<file path="config.mk">
export PLATFORM = sky130hd
export DESIGN_NAME = logic_reduce
export DESIGN_NICKNAME = d
export VERILOG_FILES = /design/src/rtl/logic_reduce.sv
export SDC_FILE = /design/constraint.sdc
export NUM_CORES = 1
export LEC_CHECK = 0
export BUFFER_PORTS_ARGS = -buffer_cell sky130_fd_sc_hd__buf_4
export CORE_UTILIZATION = 44
export DETAILED_ROUTE_END_ITERATION = 12
export PLACE_DENSITY = 0.64
export SYNTH_ARGS = -nofsm -noshare
export SYNTH_HDL_FRONTEND = slang
export SYNTH_SLANG_ARGS = --single-unit
export TNS_END_PERCENT = 50
</file>
<file path="constraint.sdc">
create_clock -name clk -period 2.18 [get_ports clk]
set_input_delay 0.327 -clock clk [delete_from_list [all_inputs] [get_ports clk]]
set_output_delay 0.327 -clock clk [all_outputs]
set_load 0.01 [all_outputs]
</file>
<file path="src/rtl/logic_reduce.sv">
// Registered bitwise reduction unit: folds a valid/ready burst of operands with AND/OR/XOR/NOR
// and holds the result, zero flag and saturating beat count until the consumer accepts it.
module logic_reduce #(
  parameter int unsigned WIDTH = 32,
  parameter int unsigned CNT_W = 8
) (
  input  logic             clk,
  input  logic             rst,
  input  logic [1:0]       op,
  input  logic             in_valid,
  output logic             in_ready,
  input  logic [WIDTH-1:0] in_data,
  input  logic             in_last,
  output logic             out_valid,
  input  logic             out_ready,
  output logic [WIDTH-1:0] out_data,
  output logic             out_zero,
  output logic [CNT_W-1:0] out_count,
  output logic             out_ovf
);

  typedef enum logic [1:0] {StIdle, StAcc, StHold} state_e;

  state_e           state_q, state_d;
  logic [WIDTH-1:0] acc_q, acc_d;
  logic [WIDTH-1:0] out_data_q, out_data_d;
  logic [1:0]       op_q, op_d;
  logic [CNT_W-1:0] cnt_q, cnt_d;
  logic             ovf_q, ovf_d;
  logic             in_ready_q, in_ready_d;
  logic             out_valid_q, out_valid_d;
  logic             out_zero_q, out_zero_d;
  logic             accept;

  assign accept = in_valid && in_ready_q;

  always_comb begin
    state_d = state_q;
    acc_d   = acc_q;
    op_d    = op_q;
    cnt_d   = cnt_q;
    ovf_d   = ovf_q;
    unique case (state_q)
      StIdle: begin
        if (accept) begin
          acc_d   = in_data;
          op_d    = op;
          cnt_d   = CNT_W'(1);
          ovf_d   = 1'b0;
          state_d = in_last ? StHold : StAcc;
        end
      end
      StAcc: begin
        if (accept) begin
          // NOR accumulates as OR; the inversion is applied on the output side.
          case (op_q)
            2'b00:   acc_d = acc_q & in_data;
            2'b10:   acc_d = acc_q ^ in_data;
            default: acc_d = acc_q | in_data;
          endcase
          if (cnt_q == '1) begin
            ovf_d = 1'b1;
          end else begin
            cnt_d = cnt_q + 1'b1;
          end
          if (in_last) begin
            state_d = StHold;
          end
        end
      end
      StHold: begin
        if (out_ready) begin
          state_d = StIdle;
        end
      end
      default: state_d = StIdle;
    endcase

    out_data_d  = (op_d == 2'b11) ? ~acc_d : acc_d;
    out_zero_d  = (out_data_d == '0);
    in_ready_d  = (state_d != StHold);
    out_valid_d = (state_d == StHold);
  end

  always_ff @(posedge clk) begin
    if (rst) begin
      state_q     <= StIdle;
      acc_q       <= '0;
      op_q        <= 2'b00;
      cnt_q       <= '0;
      ovf_q       <= 1'b0;
      out_data_q  <= '0;
      out_zero_q  <= 1'b1;
      in_ready_q  <= 1'b1;
      out_valid_q <= 1'b0;
    end else begin
      state_q     <= state_d;
      acc_q       <= acc_d;
      op_q        <= op_d;
      cnt_q       <= cnt_d;
      ovf_q       <= ovf_d;
      out_data_q  <= out_data_d;
      out_zero_q  <= out_zero_d;
      in_ready_q  <= in_ready_d;
      out_valid_q <= out_valid_d;
    end
  end

  assign in_ready  = in_ready_q;
  assign out_valid = out_valid_q;
  assign out_data  = out_data_q;
  assign out_zero  = out_zero_q;
  assign out_count = cnt_q;
  assign out_ovf   = ovf_q;

endmodule

</file>
==> results.cfg, run 1 <==
[cells_and_area]
n_fill_cell = 1028
regArea_mm2 = 0.00161
nets = 846
layout_commonest_cell = buf_4
mostFrequentLayoutCells = buf_4 (145), dfxtp_1 (74), nor2_1 (70)
syn2layout_area_growth_pct = 31.4
drive_gt1_share_pct = 30.1
multiInputGateArea_mm2 = 0.00323
finalInstanceArea_mm2 = 0.00680
diodes = 0

[logic_synthesis]
avgSynthCellArea_um2 = 8.36
async_flop_share_pct = 0
synth_nets = 723
synth_warnings = 0
synth_flop_cell = dfxtp_1
synth_top_area_cell = dfxtp_1
synth_top_area_share_pct = 31.0
ys_seq_area_share_pct = 31.0
synth.distinct_cells = 54
synth_seq_cells = 80
netlist_area_mm2 = 0.00517
synth_area_leaders = dfxtp_1 (31%), ha_1 (16%), nor2_1 (5.1%)
netlist_instances = 619
synth-edff-count = 0

[floorplanning]
start_util_pct = 45.3
num_rows = 39
dieArea_mm2 = 0.0122
core_area_mm2 = 0.0114
die_y_um = 110
die_w_um = 110
ioPinCount = 83

[critical_path]
critPathCaptureType = register
r2r_cells = 8
cp-start-kind = register
r2r-start = acc_q[14]$_SDFF_PP0_
r2r_setup_slack_ns = -0.05
required_ns = 2.47
crit_arrival_ns = 2.52
reg2reg_to = out_zero$_SDFF_PP1_
crit_fanout = 2
path_class = reg -> reg

[pwr]
power.leakage_nw = 3.10
powerDensity_mw_per_mm2 = 669
ir_drop_mv = 0.611

[timing]
worst_pin_slew_ns = 0.523
slew_headroom_pct = 64.8
rsz0062_at_grt = true
fin_hold_ws_ns = 0.237
final_hold_viol_count = 0
finalSetupViolCount = 1
clock.fmax_ghz = 0.449
fin_skew_ns = 0.00523
slew_viol_final = 0
setup_ws_ns = -0.0485
period_share_pct = 102
post-route-min-period_ns = 2.23

[clock_network]
h-tree-depth = 3
clk_latency_ns = 0.34
numCtsBuffers = 9
clkSlewWorstSetupHoldPaths_ns = 0.06
hold_buffers = 0
tritoncts = built
cts_num_sinks = 80
cts_root_buffer = clkbuf_16
clock_path_buffers = 2

[grt]
grt_pass1_vias = 4812
grt_pass1_wl_um = 23400
grt_overflow = 0
grt_max_degree = 43
antenna_found_initial = 0
grt.total_usage_pct = 23.7

[worst_hold_path]
hold_start = op[0]
min_to = op_q[0]$_SDFF_PP0_
hp-class = in -> reg
whs_path_depth = 3

[run_status]
violations = negative setup slack
status = complete, but fails checks

[drt]
drc = 0
routed_via_density = 5.41
detail-route-antenna-nets = 0
vias = 4817
routed_wirelength_um = 13900
drt_first_pass_iters = 5
drt_iter0_drc = 241
wl_per_cell_um = 15.6

[placement]
portBuffers = 82
gp_congestion = 0.779
post_dp_cell_area_mm2 = 0.00634
dp_hpwl_um = 10200

[job]
drv_cap = 0
[state kept, by name, indices dropped and copies added (netlist names)]
| signal | cells |
|---|---|
| acc_q | 32 |
| out_data | 32 |
| out_count | 8 |
| op_q | 2 |
| state_q | 2 |
| in_ready | 1 |
| out_ovf | 1 |
| out_valid | 1 |
| out_zero | 1 |
[cell families (layout without fill, tap and decap cells)]
| logic type | Yosys count | count (layout) | synth area share (%) |
|---|---|---|---|
| fa+ha+maj | 65 | 65 | 15.7 |
| mux | 31 | 31 | 6.77 |
| simple gates | 185 | 185 | 16.8 |
| buf+inv | 107 | 235 | 8.51 |
| xor+xnor | 31 | 31 | 5.25 |
| flops | 80 | 80 | 31.0 |
| compound gates | 120 | 120 | 16.0 |
[worst max-delay path by stage]
stage	slack [ns]	endpoint	start
3_3_place_gp	-0.16	out_zero$_SDFF_PP1_	in_data[13]
4_1_cts	-0.07	out_zero$_SDFF_PP1_	acc_q[14]$_SDFF_PP0_
6_report	-0.05	out_zero$_SDFF_PP1_	acc_q[14]$_SDFF_PP0_
5_1_grt	-0.16	out_zero$_SDFF_PP1_	op_q[0]$_SDFF_PP0_
3_5_place_dp	-0.25	out_zero$_SDFF_PP1_	in_data[13]
2_1_floorplan	0.06	out_zero$_SDFF_PP1_	acc_q[25]$_SDFF_PP0_
[per-layer routing]
layer  GRT usage [%]  vias to the layer above  wire length, um
met1            29.1                     2312             6060
li1                -                     2340                -
met4            8.36                        0              270
met2            41.7                      134             6900
met3            3.73                       31              676
met5               0                        -                0
[where the power goes]
group / leakage, nW / internal [mW] / switching (mW) / total [mW]
Combinational: 2.30 / 0.666 / 0.671 / 1.34
Sequential: 0.662 / 1.60 / 0.0782 / 1.68
Clock: 0.138 / 0.887 / 0.644 / 1.53
[critical path, cell delays in order, from the launching register on]
cell      delay (ns)
dfxtp_2         0.33
buf_6           0.11
ha_4            0.14
mux2_4          0.27
o211ai_2        0.16
a22oi_2         0.09
or4_1           0.51
a222oi_1        0.36
a41o_1          0.21
[Yosys cell counts, types with 9 or more instances]
cell type / count
clkbuf_1: 16
a21oi_1: 36
nor2_1: 70
nor2b_1: 27
a31oi_1: 9
nand2_1: 46
buf_2: 19
a22oi_1: 12
ha_1: 65
mux2_2: 22
dfxtp_1: 80
o211ai_1: 21
inv_1: 66
xnor2_1: 27
nor3_1: 11
nand4_1: 10
[cell type report]
type	instances	share of cell area, %
Timing Repair Buffer	153	18.2
Clock buffer	9	3.31
Sequential cell	80	23.7
Tap cell	143	2.63
Clock inverter	7	1.05
Multi-Input combinational cell	432	47.5
Inverter	66	3.64
[per-stage QoR]
stage / TNS [ns] / std cells / utilization [%] / total power [mW] / setup slack (ns)
after floorplan: 0 / 619 / - / 2.43 / 0.0594
after global placement: -0.155 / 867 / 55.6 / 2.95 / -0.155
after detailed placement: -0.247 / 867 / 55.6 / 3.00 / -0.247
after CTS: -0.0705 / 887 / 58.7 / 4.55 / -0.0705
after global routing: -0.159 / 890 / 59.5 / 4.80 / -0.159
final: -0.0485 / 890 / 59.5 / 4.55 / -0.0485
[what timing repair did]
item                       4_1_cts  5_1_grt
setup endpoints to repair        1        1
gates cloned                     0        0
resized for setup                9       16
pin swaps                        7       12
buffers inserted                 4        3
No activity file was read; power rests on OpenSTA's default activity.
==> run 2, diff against run 1 <==
- RECOVER_POWER: unset -> 25
==> results.cfg, run 2 (synthesis results as in run 1) <==
[cells_and_area]
syn2layout_area_growth_pct = 29.2
diodes = 0
mostFrequentLayoutCells = buf_4 (115), dfxtp_1 (74), nor2_1 (70)
final_cells = 890
drive_gt1_share_pct = 26.1
finalInstanceArea_mm2 = 0.00669
layout_commonest_cell = buf_4
nets = 846

[clock_network]
tritoncts = built
h-tree-depth = 3
cts_num_sinks = 80
clock_path_buffers = 2
cts_root_buffer = clkbuf_16
hold_buffers = 0
numCtsBuffers = 9
clkSlewWorstSetupHoldPaths_ns = 0.06
clk_latency_ns = 0.34

[critical_path]
critPathCaptureType = register
crit_chain = buf_6 > ha_4 > mux2_4 > o211ai_2 > a22oi_2 > or4_1 > a222oi_1 > a41o_1
path_class = reg -> reg
crit_fanout = 2
cp-start-kind = register
critPathBufInv = 1
crit_path_max_incr_delay_ns = 0.51
r2r_cells = 8
crit_arrival_ns = 2.52
critical_path.top_delay_family = compound AO/OA/AOI/OAI gates
required_ns = 2.47
crit_cells = 8
crit_slowest_cell = or4_1

[timing]
rsz0062_at_grt = true
final_hold_viol_count = 0
post-route-min-period_ns = 2.23
clock.fmax_ghz = 0.449
setup_ws_ns = -0.0469
period_share_pct = 102
worst_pin_slew_ns = 0.528
finalSetupViolCount = 1
fin_skew_ns = 0.00452
slew_viol_final = 0
fin_hold_ws_ns = 0.238
slew_headroom_pct = 64.4

[grt]
grt_pass1_vias = 4812
grt_max_degree = 43
grt_pass1_wl_um = 23400
grt.total_usage_pct = 23.7
grt_overflow = 0
antenna_found_initial = 0

[placement]
dp_hpwl_um = 10200
post_dp_cell_area_mm2 = 0.00634
place_inst = 867
gp_congestion = 0.779
portBuffers = 82

[pwr]
powerDensity_mw_per_mm2 = 673
power.leakage_nw = 2.98
ir_drop_mv = 0.597

[job]
drv_cap = 0

[floorplanning]
die_w_um = 110
num_rows = 39
dieArea_mm2 = 0.0122
start_util_pct = 45.3
core_area_mm2 = 0.0114
ioPinCount = 83
die_y_um = 110

[drt]
wl_per_cell_um = 15.7
routed_via_density = 5.37
drt_iter0_drc = 223
detail-route-antenna-nets = 0
routed_wirelength_um = 13900
vias = 4779
drc = 0
drt_first_pass_iters = 5

[run_status]
status = complete, but fails checks
violations = negative setup slack

[worst_hold_path]
whs_path_depth = 3
hp-class = in -> reg
-- run 2: changes by cell type in the layout (fill, tap and decap cells not counted), sizes merged --
cell	delta
buf	-30
clkbuf	+30
-- run 2: worst min-delay path: cells and delay by family --
kind / cells / cell delay [ns]
buffers and inverters: 1 / 0.11
and+or+nand+nor: 1 / 0.05
AOI/OAI and AO/OA: 1 / 0.05
-- run 2: report_power, final --
group	internal, mW	leakage [nW]	total [mW]	switching, mW
Sequential	1.60	0.662	1.68	0.0766
Clock	0.887	0.138	1.53	0.646
Combinational	0.615	2.17	1.29	0.671
Total	3.11	2.98	4.50	1.39
-- run 2: final cells by class --
cell class              instances  area (um2)
multi-input cells             432        3230
repair buffers                153        1120
flip-flops and latches         80        1610
well taps                     143         179
fillers                      1068        4730
clock inverters                 7        71.3
clock buffers                   9         225
inverters                      66         248
-- run 2: timing repair --
action                                  4_1_cts  5_1_grt
hold endpoints to repair                      0        0
pin swaps                                     7       12
setup buffers                                 4        3
endpoints found under the setup margin        1        1
gates resized for setup                       9       16
-- run 2: through the flow --
step                TNS (ns)  power (mW)  worst slack (ns)  util (%)
detailed placement    -0.247        3.00            -0.247      55.6
global route          -0.159        4.75            -0.159      58.5
CTS                  -0.0705        4.55           -0.0705      58.7
finish               -0.0469        4.50           -0.0469      58.5
floorplan                  0        2.43            0.0594         -
global placement      -0.155        2.95            -0.155      55.6
-- run 2: final timing paths --
check                    endpoint                  from  slack, ns
min reg2reg  out_ovf$_SDFFE_PP0P_  out_ovf$_SDFFE_PP0P_       0.51
max reg2reg   out_zero$_SDFF_PP1_  acc_q[14]$_SDFF_PP0_      -0.05
min            op_q[0]$_SDFF_PP0_                 op[0]       0.24
max           out_zero$_SDFF_PP1_  acc_q[14]$_SDFF_PP0_      -0.05
-- run 2: per-layer routing --
| metal | vias to the layer above | wire [um] | track usage [%] |
|---|---|---|---|
| li1 | 2341 | - | - |
| met1 | 2270 | 5980 | 29.1 |
| met2 | 142 | 6890 | 41.7 |
| met3 | 26 | 782 | 3.73 |
| met4 | 0 | 292 | 8.36 |
| met5 | - | 0 | 0 |
